**src/rtl/mem_wb_stage.sv**
```systemverilog
// MEM/WB pipeline register and regfile writeback driver.
// Holds one instruction, waits for load data when needed and issues exactly one write per instruction.
module mem_wb_stage #(
    parameter int DATA_W = 32,
    parameter int REG_AW = 5
) (
    input  logic              clk,
    input  logic              rst,
    input  logic              stall,
    input  logic              flush,
    input  logic              mem_valid,
    input  logic              mem_we,
    input  logic [REG_AW-1:0] mem_waddr,
    input  logic [DATA_W-1:0] mem_wdata,
    input  logic              mem_is_load,
    input  logic [2:0]        mem_load_type,
    input  logic [1:0]        mem_addr_lo,
    input  logic              dresp_valid,
    input  logic [DATA_W-1:0] dresp_rdata,
    output logic              wb_we,
    output logic [REG_AW-1:0] wb_waddr,
    output logic [DATA_W-1:0] wb_wdata,
    output logic              wb_valid,
    output logic              wb_stall_req
);

    localparam logic [2:0] LT_LB  = 3'd1;
    localparam logic [2:0] LT_LBU = 3'd2;
    localparam logic [2:0] LT_LH  = 3'd3;
    localparam logic [2:0] LT_LHU = 3'd4;

    logic              valid_q,     valid_d;
    logic              we_q,        we_d;
    logic [REG_AW-1:0] waddr_q,     waddr_d;
    logic [DATA_W-1:0] wdata_q,     wdata_d;
    logic              is_load_q,   is_load_d;
    logic [2:0]        ltype_q,     ltype_d;
    logic [1:0]        lo_q,        lo_d;
    logic              written_q,   written_d;
    logic              buf_valid_q, buf_valid_d;
    logic [DATA_W-1:0] buf_q,       buf_d;

    logic              cap;
    logic              ready;
    logic [DATA_W-1:0] load_src;
    logic [DATA_W-1:0] load_data;

    // Lane select and extension; loads of type 0 and 5-7 behave as LW.
    function automatic logic [DATA_W-1:0] align_load(
        input logic [2:0]        ltype,
        input logic [1:0]        lo,
        input logic [DATA_W-1:0] src
    );
        logic [7:0]  b;
        logic [15:0] h;
        case (lo)
            2'd0:    b = src[7:0];
            2'd1:    b = src[15:8];
            2'd2:    b = src[23:16];
            default: b = src[31:24];
        endcase
        h = lo[1] ? src[31:16] : src[15:0];
        case (ltype)
            LT_LB:   align_load = {{(DATA_W-8){b[7]}}, b};
            LT_LBU:  align_load = {{(DATA_W-8){1'b0}}, b};
            LT_LH:   align_load = {{(DATA_W-16){h[15]}}, h};
            LT_LHU:  align_load = {{(DATA_W-16){1'b0}}, h};
            default: align_load = src;
        endcase
    endfunction

    always_comb begin
        wb_stall_req = valid_q & is_load_q & ~buf_valid_q & ~dresp_valid;
        cap          = ~stall & ~wb_stall_req;
        ready        = ~is_load_q | buf_valid_q | dresp_valid;
        wb_we        = valid_q & we_q & (waddr_q != '0) & ~written_q & ready;
        load_src     = (dresp_valid & ~buf_valid_q) ? dresp_rdata : buf_q;
        load_data    = align_load(ltype_q, lo_q, load_src);
        wb_wdata     = is_load_q ? load_data : wdata_q;
        wb_waddr     = waddr_q;
        wb_valid     = valid_q;
    end

    always_comb begin
        valid_d     = valid_q;
        we_d        = we_q;
        waddr_d     = waddr_q;
        wdata_d     = wdata_q;
        is_load_d   = is_load_q;
        ltype_d     = ltype_q;
        lo_d        = lo_q;
        written_d   = written_q;
        buf_valid_d = buf_valid_q;
        buf_d       = buf_q;
        if (cap) begin
            valid_d     = mem_valid & ~flush;
            we_d        = mem_we;
            waddr_d     = mem_waddr;
            wdata_d     = mem_wdata;
            is_load_d   = mem_is_load;
            ltype_d     = mem_load_type;
            lo_d        = mem_addr_lo;
            written_d   = 1'b0;
            buf_valid_d = 1'b0;
        end else begin
            if (wb_we)
                written_d = 1'b1;
            // Keep a response that arrives while the slot is held so it is never lost.
            if (valid_q & is_load_q & ~buf_valid_q & dresp_valid) begin
                buf_valid_d = 1'b1;
                buf_d       = dresp_rdata;
            end
        end
    end

    always_ff @(posedge clk) begin
        if (rst) begin
            valid_q     <= 1'b0;
            we_q        <= 1'b0;
            waddr_q     <= '0;
            wdata_q     <= '0;
            is_load_q   <= 1'b0;
            ltype_q     <= '0;
            lo_q        <= '0;
            written_q   <= 1'b0;
            buf_valid_q <= 1'b0;
            buf_q       <= '0;
        end else begin
            valid_q     <= valid_d;
            we_q        <= we_d;
            waddr_q     <= waddr_d;
            wdata_q     <= wdata_d;
            is_load_q   <= is_load_d;
            ltype_q     <= ltype_d;
            lo_q        <= lo_d;
            written_q   <= written_d;
            buf_valid_q <= buf_valid_d;
            buf_q       <= buf_d;
        end
    end

endmodule

```
**config.mk**
```make
export PLATFORM = sky130hd
export DESIGN_NAME = mem_wb_stage
export DESIGN_NICKNAME = d
export VERILOG_FILES = /design/src/rtl/mem_wb_stage.sv
export SDC_FILE = /design/constraint.sdc
export NUM_CORES = 1
export LEC_CHECK = 0
export CAP_MARGIN = 20
export CELL_PAD_IN_SITES_DETAIL_PLACEMENT = 1
export CELL_PAD_IN_SITES_GLOBAL_PLACEMENT = 1
export CORE_UTILIZATION = 40
export CTS_BUF_LIST = sky130_fd_sc_hd__clkbuf_16
export DETAILED_ROUTE_END_ITERATION = 8
export DONT_BUFFER_PORTS = 1
export HOLD_SLACK_MARGIN = 0.15
export PLACE_DENSITY = 0.85
export SLEW_MARGIN = 15
export SYNTH_ARGS = -nofsm -noshare
export SYNTH_HDL_FRONTEND = slang
export SYNTH_SLANG_ARGS = --single-unit
```
**constraint.sdc**
```tcl
create_clock -name clk -period 3.6 [get_ports clk]
set_input_delay 1.08 -clock clk [delete_from_list [all_inputs] [get_ports clk]]
set_output_delay 1.08 -clock clk [all_outputs]
set_load 0.01 [all_outputs]
```
==> results of run 1 <==
==> cells in the final DEF (no fill, tap or decap), types with 3 or more instances in the layout <==
master,count
sky130_fd_sc_hd__o22a_1,17
sky130_fd_sc_hd__o21ai_0,8
sky130_fd_sc_hd__nand3_1,21
sky130_fd_sc_hd__mux2i_1,19
sky130_fd_sc_hd__o22ai_1,8
sky130_fd_sc_hd__nand2_1,177
sky130_fd_sc_hd__clkbuf_16,9
sky130_fd_sc_hd__a31oi_4,7
sky130_fd_sc_hd__a21oi_1,83
sky130_fd_sc_hd__buf_6,9
sky130_fd_sc_hd__mux2i_4,8
sky130_fd_sc_hd__dfxtp_1,79
sky130_fd_sc_hd__buf_12,3
sky130_fd_sc_hd__mux2i_2,5
sky130_fd_sc_hd__or2_2,4
sky130_fd_sc_hd__nor2_1,33
sky130_fd_sc_hd__a22oi_2,6
sky130_fd_sc_hd__nand3_2,3
sky130_fd_sc_hd__a41oi_2,7
sky130_fd_sc_hd__buf_4,59
==> stage by stage <==
| stage | total power, uW | TNS (ns) |
|---|---|---|
| floorplan | 1170 | -0.0551 |
| global placement | 1280 | -1.63 |
| detailed placement | 1290 | -3.65 |
| CTS | 2290 | -1.64 |
| global route | 2400 | -3.69 |
| finish | 2330 | -2.57 |
==> synth_stat cells (2+ instances only) <==
library cell	instances	share of area
sky130_fd_sc_hd__nand2_1	177	0.16
sky130_fd_sc_hd__a21oi_1	85	0.10
sky130_fd_sc_hd__dfxtp_1	79	0.38
sky130_fd_sc_hd__clkbuf_1	38	0.034
sky130_fd_sc_hd__nor2_1	35	0.032
sky130_fd_sc_hd__mux2i_1	32	0.077
sky130_fd_sc_hd__nand3_1	24	0.029
sky130_fd_sc_hd__o22a_1	17	0.036
sky130_fd_sc_hd__a31oi_1	10	0.015
sky130_fd_sc_hd__o21ai_0	9	0.011
sky130_fd_sc_hd__o22ai_1	9	0.014
sky130_fd_sc_hd__a22oi_1	8	0.014
sky130_fd_sc_hd__a41oi_1	7	0.015
sky130_fd_sc_hd__or2_2	4	0.0060
sky130_fd_sc_hd__buf_4	3	0.0054
sky130_fd_sc_hd__nor2b_1	3	0.0045
sky130_fd_sc_hd__and3b_1	2	0.0042
sky130_fd_sc_hd__buf_1	2	0.0018
sky130_fd_sc_hd__buf_2	2	0.0024
sky130_fd_sc_hd__buf_6	2	0.0054
sky130_fd_sc_hd__inv_1	2	0.0018
sky130_fd_sc_hd__nor3b_1	2	0.0036
sky130_fd_sc_hd__xnor2_1	2	0.0042
==> cell families (layout without fill, tap and decap cells) <==
family | Yosys count | after routing
DFF | 79 | 79
muxes | 33 | 33
xor gates and xnor gates | 3 | 3
AOI/OAI and AO/OA | 155 | 155
buffers and inverters | 49 | 88
and+or+nand+nor | 253 | 253
==> metal layers <==
layer / share of wire / GRT usage
met1: 0.41 / 0.334
met2: 0.50 / 0.482
met3: 0.062 / 0.0497
met4: 0.031 / 0.146
met5: 0 / 0
==> timing repair <==
action                     4_1_cts  5_1_grt
setup buffers                    4        1
hold buffers                     0        0
resized for setup               44       26
setup endpoints to repair       32       32
gates cloned                     0        0
pin swaps                       12        7
==> power by group <==
group	leakage (uW)	switching, uW	internal (uW)
clock	0.000149	379	602
sequential	0.000645	29.7	903
combinational	0.00118	233	181
==> worst min-delay path: stages (launching register included) <==
cell and delay (ns):
sky130_fd_sc_hd__dfxtp_1 0.31, sky130_fd_sc_hd__nand2_1 0.05, sky130_fd_sc_hd__a21oi_1 0.05
==> path summary, 6_finish.rpt <==
check	to	slack, ns	cells after the start
worst min-delay path	wdata_q[7]$_SDFFE_PP0P_	0.46	2
worst min register to register	wdata_q[7]$_SDFFE_PP0P_	0.46	2
worst max-delay path	wb_wdata[5]	-0.13	9
worst max register to register	wb_waddr[0]$_SDFFE_PP0P_	1.37	5
==> final cells by class <==
class	count	area, um2	share of cell area
Multi-Input combinational cell	444	2740	0.506
Sequential cell	79	1580	0.293
Timing Repair Buffer	71	604	0.112
Clock buffer	9	225	0.0417
Tap cell	133	166	0.0308
Clock inverter	6	85.1	0.0157
Inverter	2	7.51	0.00139
==> state kept, by name, summed over array words and instances, names as in the netlist, 2 cells and up <==
register,count
buf_q,32
lo_q,2
ltype_q,3
wb_waddr,5
wdata_q,32
==> results.txt, run 1 <==
----------------------------------------------------
[Setup path]
  Critical Path AT ... 2.65 ns
  Most prevalent standard cell on the critical path ... sky130_fd_sc_hd__buf_4
  Kind of cell with the highest combined delay on the critical path ... buffers and inverters
  Kind of start point of the critical path ... primary input
  Crit path required time ... 2.52 ns
  Setup Crit Path Kind ... in -> out
  Peak fanout along the critical path ... 12
  Critical path's largest stage delay ... ~0.28 ns
  Reg2reg start ... is_load_q$_SDFFE_PP0P_
  List of cells traversed by the critical path ... nor2b_4 > buf_12 > buf_4 > mux2i_1 > buf_4 > nand3_1 > a41oi_2 > a21oi_1 > buf_4
  Endpoint type of the worst setup path ... primary output
  Cell with the biggest individual delay on the critical path ... sky130_fd_sc_hd__a41oi_2
  CP Launch Point ... dresp_valid
  Worst Path Buf+Inv ... 4

[Clock tree]
  Clock Latency Late Sink ... 0.35 ns
  Number of buffers between clock root and the deepest sink ... 2
  Clock Tree Root ... sky130_fd_sc_hd__clkbuf_16
  TritonCTS clock tree ... done
  TritonCTS Buffers ... 9
  Sinks on Clock Net ... 79
  CTS HTree Levels ... 3
  Clock transition at the registers of the reported paths ... 0.06 ns

[Timing]
  Period utilization ... 1.04
  Transition at the pin with the smallest max-transition slack ... 1.00 ns
  Final Hold Viols ... 0
  Minimum clock period ... 3.73 ns
  Relative slew slack ... 0.331
  Count of pins over their slew limit ... 0
  RSZ-0062 raised after global routing ... true
  Minimum hold slack ... about 0.46 ns
  Final setup fails ... 30
  Setup skew after layout ... roughly 0.0051 ns
  Setup WS post-layout ... -0.129 ns
  Fmax ... 268 MHz

[Layout]
  Post-layout instance area ... between 5000 and 6000 um2
  Area growth from synthesis to final layout ... 30.3%
  Share of final-layout standard cells stronger than drive strength 1 ... 0.224
  Net count, final ... ~690
  Final standard cell utilization of the core ... 0.545
  N_diodes ... 0
  Number of filler instances in the final layout ... 1,216
  Non-Filler Instances ... around 740

[Global routing]
  Overflow after GRT ... 0
  Number of global-route vias before repair ... roughly 4,500
  Total track usage ... 0.281
  Global-route wire length before repair ... 23,800 um
  Number of antenna violations at the first check in global routing ... 0
  Largest net degree at the start of global routing ... 80

[Worst hold path]
  Worst min path class ... reg -> reg
  Beginning of the worst hold path ... wdata_q[7]$_SDFFE_PP0P_

[Synth]
  Syn Std Cell Area ... ~4100 um2
  Area fraction in and, or, nand and nor cells after synthesis ... 0.248
  Seq cells post-synth ... between 70 and 80
  Share of the synthesized netlist area taken by xor and xnor gates ... 0.00633
  Net count of the mapped netlist ... approximately 650
  Yosys Warn Count ... 0
  Async set-reset flop share out of synthesis ... 0
  Area fraction in compound gates after synthesis ... 0.230
  Syn avg cell area ... a little over 7 um2
  Syn Inst Count ... between 500 and 600
  Synthesized-area fraction occupied by adder cells ... 0
  Sequential element share of the synthesized area ... 0.381
  Multiplexer area fraction after synthesis ... 0.0826
  Main combinational cell family by area after synthesis ... simple AND/OR/NAND/NOR gates
  Number of different library cells in the post-synthesis netlist ... between 40 and 50
  Number of flops mapped to enable cells by yosys ... 0
  Most instantiated flip-flop cell in the synthesis netlist ... sky130_fd_sc_hd__dfxtp_1

[Pwr]
  Leakage power ... 0.00198 uW
  Power density over the cells ... roughly 430 nW/um2
  Max IR drop VDD ... approximately 200 uV

[Route]
  Vias after detailed routing ... 4,427
  Mean routed wirelength per cell ... 21.2 um
  Post-DRT Antenna Nets ... 0
  DRC violations left ... 0
  Avg Vias per Cell ... ~6.0
  Initial detailed-routing violation count ... between 200 and 300
  Drt first pass iters ... 5
  Routed wire length ... about 16,000 um

[Floorplan]
  Core region area ... slightly below 10,000 um2
  Ports ... 122
  Die outline height ... slightly above 100 um
  Overall die width ... just over 100 um
  Number of placement rows ... 36
  Initial core utilization ... 0.419
  Total Die Area ... 10,800 um2

[Placed design]
  Number of cells in the design after placement ... slightly above 700
  PortBufs ... 0
  Cell area reported after detailed placement ... around 4700 um2
  GPL Wtd Cong ... between 0.8 and 0.9
  Post-detail-place hpwl ... between 10,000 and 15,000 um
  Post-placement setup slack ... -0.172 ns

[Status]
  Outcome ... complete, but fails checks
  Violations in the final reports ... setup timing

[Flow run]
  Count of max-cap constraint violations ... 0

----------------------------------------------------
(Power assumes the default switching activity.)
==> inputs of run 2 (changes only) <==
MAX_ROUTING_LAYER = met4   (was unset)
==> run 2 against run 1 <==
  * The flow still finishes with violations (setup timing)
  * Largest cell class unchanged
  * Clock power down 18%
  * Flip-flop and latch count unchanged
  * Maximum frequency rose by 0.97%
==> results.txt, run 2 (synthesis results as in run 1) <==
----------------------------------------------------
[Status]
  Outcome ... complete, but fails checks (unchanged)
  Violations in the final reports ... setup timing (unchanged)

[Setup path]
  List of cells traversed by the critical path ... nor2b_4 > buf_12 > mux4_2 > a21bo_4 > a31o_4 > o22a_1 (was nor2b_4 > buf_12 > buf_4 > mux2i_1 > buf_4 > nand3_1 > a41oi_2 > a21oi_1 > buf_4)
  Reg2reg start ... is_load_q$_SDFFE_PP0P_ (unchanged)
  Peak fanout along the critical path ... 8 (was 12)
  CP Launch Point ... dresp_valid (unchanged)
  RR Endpoint ... wdata_q[26]$_SDFFE_PP0P_ (was wb_waddr[0]$_SDFFE_PP0P_)
  Endpoint type of the worst setup path ... primary output (unchanged)
  R2R depth ... 5 (unchanged)
  Capture point of the critical path ... wb_wdata[20] (was wb_wdata[5])
  Setup Crit Path Kind ... in -> out (unchanged)
  Critical Path AT ... 2.61 ns (was 2.65 ns)
  Crit path required time ... 2.52 ns (about the same)
  R2r setup slk ... 1.32 ns (was 1.37 ns)
  Critical path's largest stage delay ... 0.51 ns (was 0.28 ns)
  Kind of start point of the critical path ... primary input (unchanged)
  Cell with the biggest individual delay on the critical path ... sky130_fd_sc_hd__mux4_2 (was sky130_fd_sc_hd__a41oi_2)

[Timing]
  Relative slew slack ... 0.342 (was 0.331)
  Final setup fails ... 31 (was 30)
  Count of pins over their slew limit ... 0 (unchanged)
  RSZ-0062 raised after global routing ... true (unchanged)
  Fmax ... 271 MHz (was 268 MHz)
  Transition at the pin with the smallest max-transition slack ... 0.985 ns (was 1.00 ns)
  Final Hold Viols ... 0 (unchanged)
  Setup skew after layout ... 0.00547 ns (was 0.00510 ns)
  Setup WS post-layout ... -0.0934 ns (was -0.129 ns)
  Minimum clock period ... 3.69 ns (was 3.73 ns)
  Period utilization ... 1.03 (was 1.04)

[Clock tree]
  Clock Latency Late Sink ... 0.35 ns (about the same)
  Sinks on Clock Net ... 79 (unchanged)
  Number of buffers between clock root and the deepest sink ... 2 (unchanged)
  TritonCTS clock tree ... done (unchanged)
  Post-CTS Hold Buffers ... 0 (unchanged)
  TritonCTS Buffers ... 9 (unchanged)
  Clock Tree Root ... sky130_fd_sc_hd__clkbuf_16 (unchanged)
  CTS HTree Levels ... 3 (unchanged)
  Clock transition at the registers of the reported paths ... 0.05 ns (was 0.06 ns)

[Floorplan]
  Initial core utilization ... 0.419 (unchanged)
  Total Die Area ... 10,800 um2 (unchanged)
  Core region area ... 9910 um2 (unchanged)
  Overall die width ... 104 um (unchanged)
  Number of placement rows ... 36 (unchanged)
  Die outline height ... 104 um (unchanged)
  Ports ... 122 (unchanged)

[Pwr]
  Portion of total power attributed to the clock network ... 0.371 (was 0.422)
  Net switching fraction of the power ... 0.287 (was 0.276)
  Internal portion of total power ... 1540 uW (was 1690 uW)
  Leakage power ... 0.00196 uW (was 0.00198 uW)
  Combinational share of power ... 0.198 (was 0.178)
  Max IR drop VDD ... 374 uV (was 196 uV)
  Power density over the cells ... 392 nW/um2 (was 430 nW/um2)
  Total Power ... 2170 uW (was 2330 uW)
  Reported net switching power ... 622 uW (was 641 uW)
  Relative contribution of sequential cells to total power ... 0.431 (was 0.401)

[Global routing]
  Global-route wire length before repair ... 24,700 um (was 23,800 um)
  Met1 layer usage reported by global route ... 0.354 (was 0.334)
  Met2 Track Usage GR ... 0.504 (was 0.482)
  Met3 Resource Use GR ... 0.0774 (was 0.0497)
  Overflow after GRT ... 0 (unchanged)
  Total track usage ... 0.305 (was 0.281)
  Number of global-route vias before repair ... 4,596 (was 4,456)
  Number of antenna violations at the first check in global routing ... 0 (unchanged)
  Largest net degree at the start of global routing ... 80 (unchanged)
  Grt peak-use layer ... met2 (unchanged)

[Route]
  Post-DRT Antenna Nets ... 0 (unchanged)
  Routed wire length ... 16,100 um (was 15,800 um)
  Initial detailed-routing violation count ... 289 (was 287)
  Drt first pass iters ... 4 (was 5)
  DRC violations left ... 0 (unchanged)
  Mean routed wirelength per cell ... 21.6 um (was 21.2 um)
  Vias after detailed routing ... 4,369 (was 4,427)
  Avg Vias per Cell ... 5.86 (was 5.95)

[Layout]
  Area taken by flip-flops and latches ... 1580 um2 (about the same)
  Area of the multi-input gates ... 2900 um2 (was 2740 um2)
  Leading cell types in the layout, fill and taps excluded ... sky130_fd_sc_hd__nand2_1, sky130_fd_sc_hd__a21oi_1, sky130_fd_sc_hd__dfxtp_1, sky130_fd_sc_hd__buf_4, sky130_fd_sc_hd__nor2_1 (unchanged)
  Area growth from synthesis to final layout ... 33.3% (was 30.3%)
  Number of filler instances in the final layout ... 1,218 (was 1,216)
  Post-layout instance area ... 5530 um2 (was 5410 um2)
  Share of final-layout standard cells stronger than drive strength 1 ... 0.263 (was 0.224)
  Commonest non-fill, non-tap cell in the layout ... sky130_fd_sc_hd__nand2_1 (unchanged)
  Net count, final ... 691 (was 689)
  N_diodes ... 0 (unchanged)

[Placed design]
  Cell area reported after detailed placement ... 4650 um2 (was 4660 um2)
  PortBufs ... 0 (unchanged)
  Post-detail-place hpwl ... 10,700 um (was 10,600 um)
  GPL Wtd Cong ... 0.893 (was 0.896)

[Worst hold path]
  Worst min path class ... reg -> reg (unchanged)
  Hold Path Depth ... 2 (unchanged)

[Flow run]
  Count of max-cap constraint violations ... 0 (unchanged)

----------------------------------------------------
[run 2: cell types whose count changed in the layout (fill, tap and decap cells not counted), moves of 4 or more]
cell and change:
sky130_fd_sc_hd__a31oi_2 +4, sky130_fd_sc_hd__a31oi_4 -6, sky130_fd_sc_hd__inv_1 +4, sky130_fd_sc_hd__mux2i_1 -16
sky130_fd_sc_hd__mux2i_2 +5, sky130_fd_sc_hd__mux2i_4 +11
[run 2: worst min-delay path by stage]
stage                             start                       end
6_report       wdata_q[27]$_SDFFE_PP0P_  wdata_q[27]$_SDFFE_PP0P_
5_1_grt        wdata_q[14]$_SDFFE_PP0P_  wdata_q[14]$_SDFFE_PP0P_
4_1_cts        wdata_q[26]$_SDFFE_PP0P_  wdata_q[26]$_SDFFE_PP0P_
3_5_place_dp   wdata_q[27]$_SDFFE_PP0P_  wdata_q[27]$_SDFFE_PP0P_
3_3_place_gp     buf_q[22]$_SDFFE_PP0P_    buf_q[22]$_SDFFE_PP0P_
2_1_floorplan  wdata_q[11]$_SDFFE_PP0P_  wdata_q[11]$_SDFFE_PP0P_
[run 2: power by group through the flow]
stage	Combinational, uW	Clock (uW)	Sequential, uW
2_1_floorplan	233	0	936
3_3_place_gp	330	0	947
3_5_place_dp	341	0	949
4_1_cts	393	811	932
5_1_grt	455	852	938
6_report	429	803	934
[run 2: area by class of cell]
cell class | count | area share
timing repair buffer | 72 | 0.112
clock buffer | 9 | 0.0407
clock inverter | 6 | 0.00430
multi-input combinational | 445 | 0.525
tap | 133 | 0.0301
inverter | 2 | 0.00136
sequential | 79 | 0.286
[run 2: worst max-delay path: cells and delay by family]
family                 cells  cell delay [ns]
AOI/OAI and AO/OA          3             0.76
and+or+nand+nor            1             0.13
muxes                      1             0.51
buffers and inverters      1             0.13
[run 2: timing repair]
| item | CTS | global route |
|---|---|---|
| gates resized for setup | 67 | 45 |
| gates cloned | 1 | 0 |
| pin swaps | 21 | 14 |
| setup buffers | 7 | 3 |
| setup endpoints to repair | 32 | 32 |
[run 2: layer usage]
| layer | share of wire | wire, um |
|---|---|---|
| met1 | 0.41 | 6630 |
| met2 | 0.50 | 8130 |
| met3 | 0.053 | 854 |
| met4 | 0.030 | 490 |
| met5 | 0 | 0 |
[run 2: per-stage QoR]
| stage | setup slack [ns] | setup TNS (ns) | util | hold WS, ns | cells |
|---|---|---|---|---|---|
| after CTS | -0.0860 | -1.22 | 0.533 | 0.454 | 747 |
| after global routing | -0.124 | -3.02 | 0.558 | 0.477 | 746 |
| after detailed placement | -0.151 | -3.40 | 0.469 | 0.445 | 726 |
| after floorplan | -0.00551 | -0.0551 | - | 0.433 | 572 |
| final | -0.0934 | -1.63 | 0.558 | 0.455 | 746 |
| after global placement | -0.124 | -1.80 | 0.469 | 0.435 | 726 |
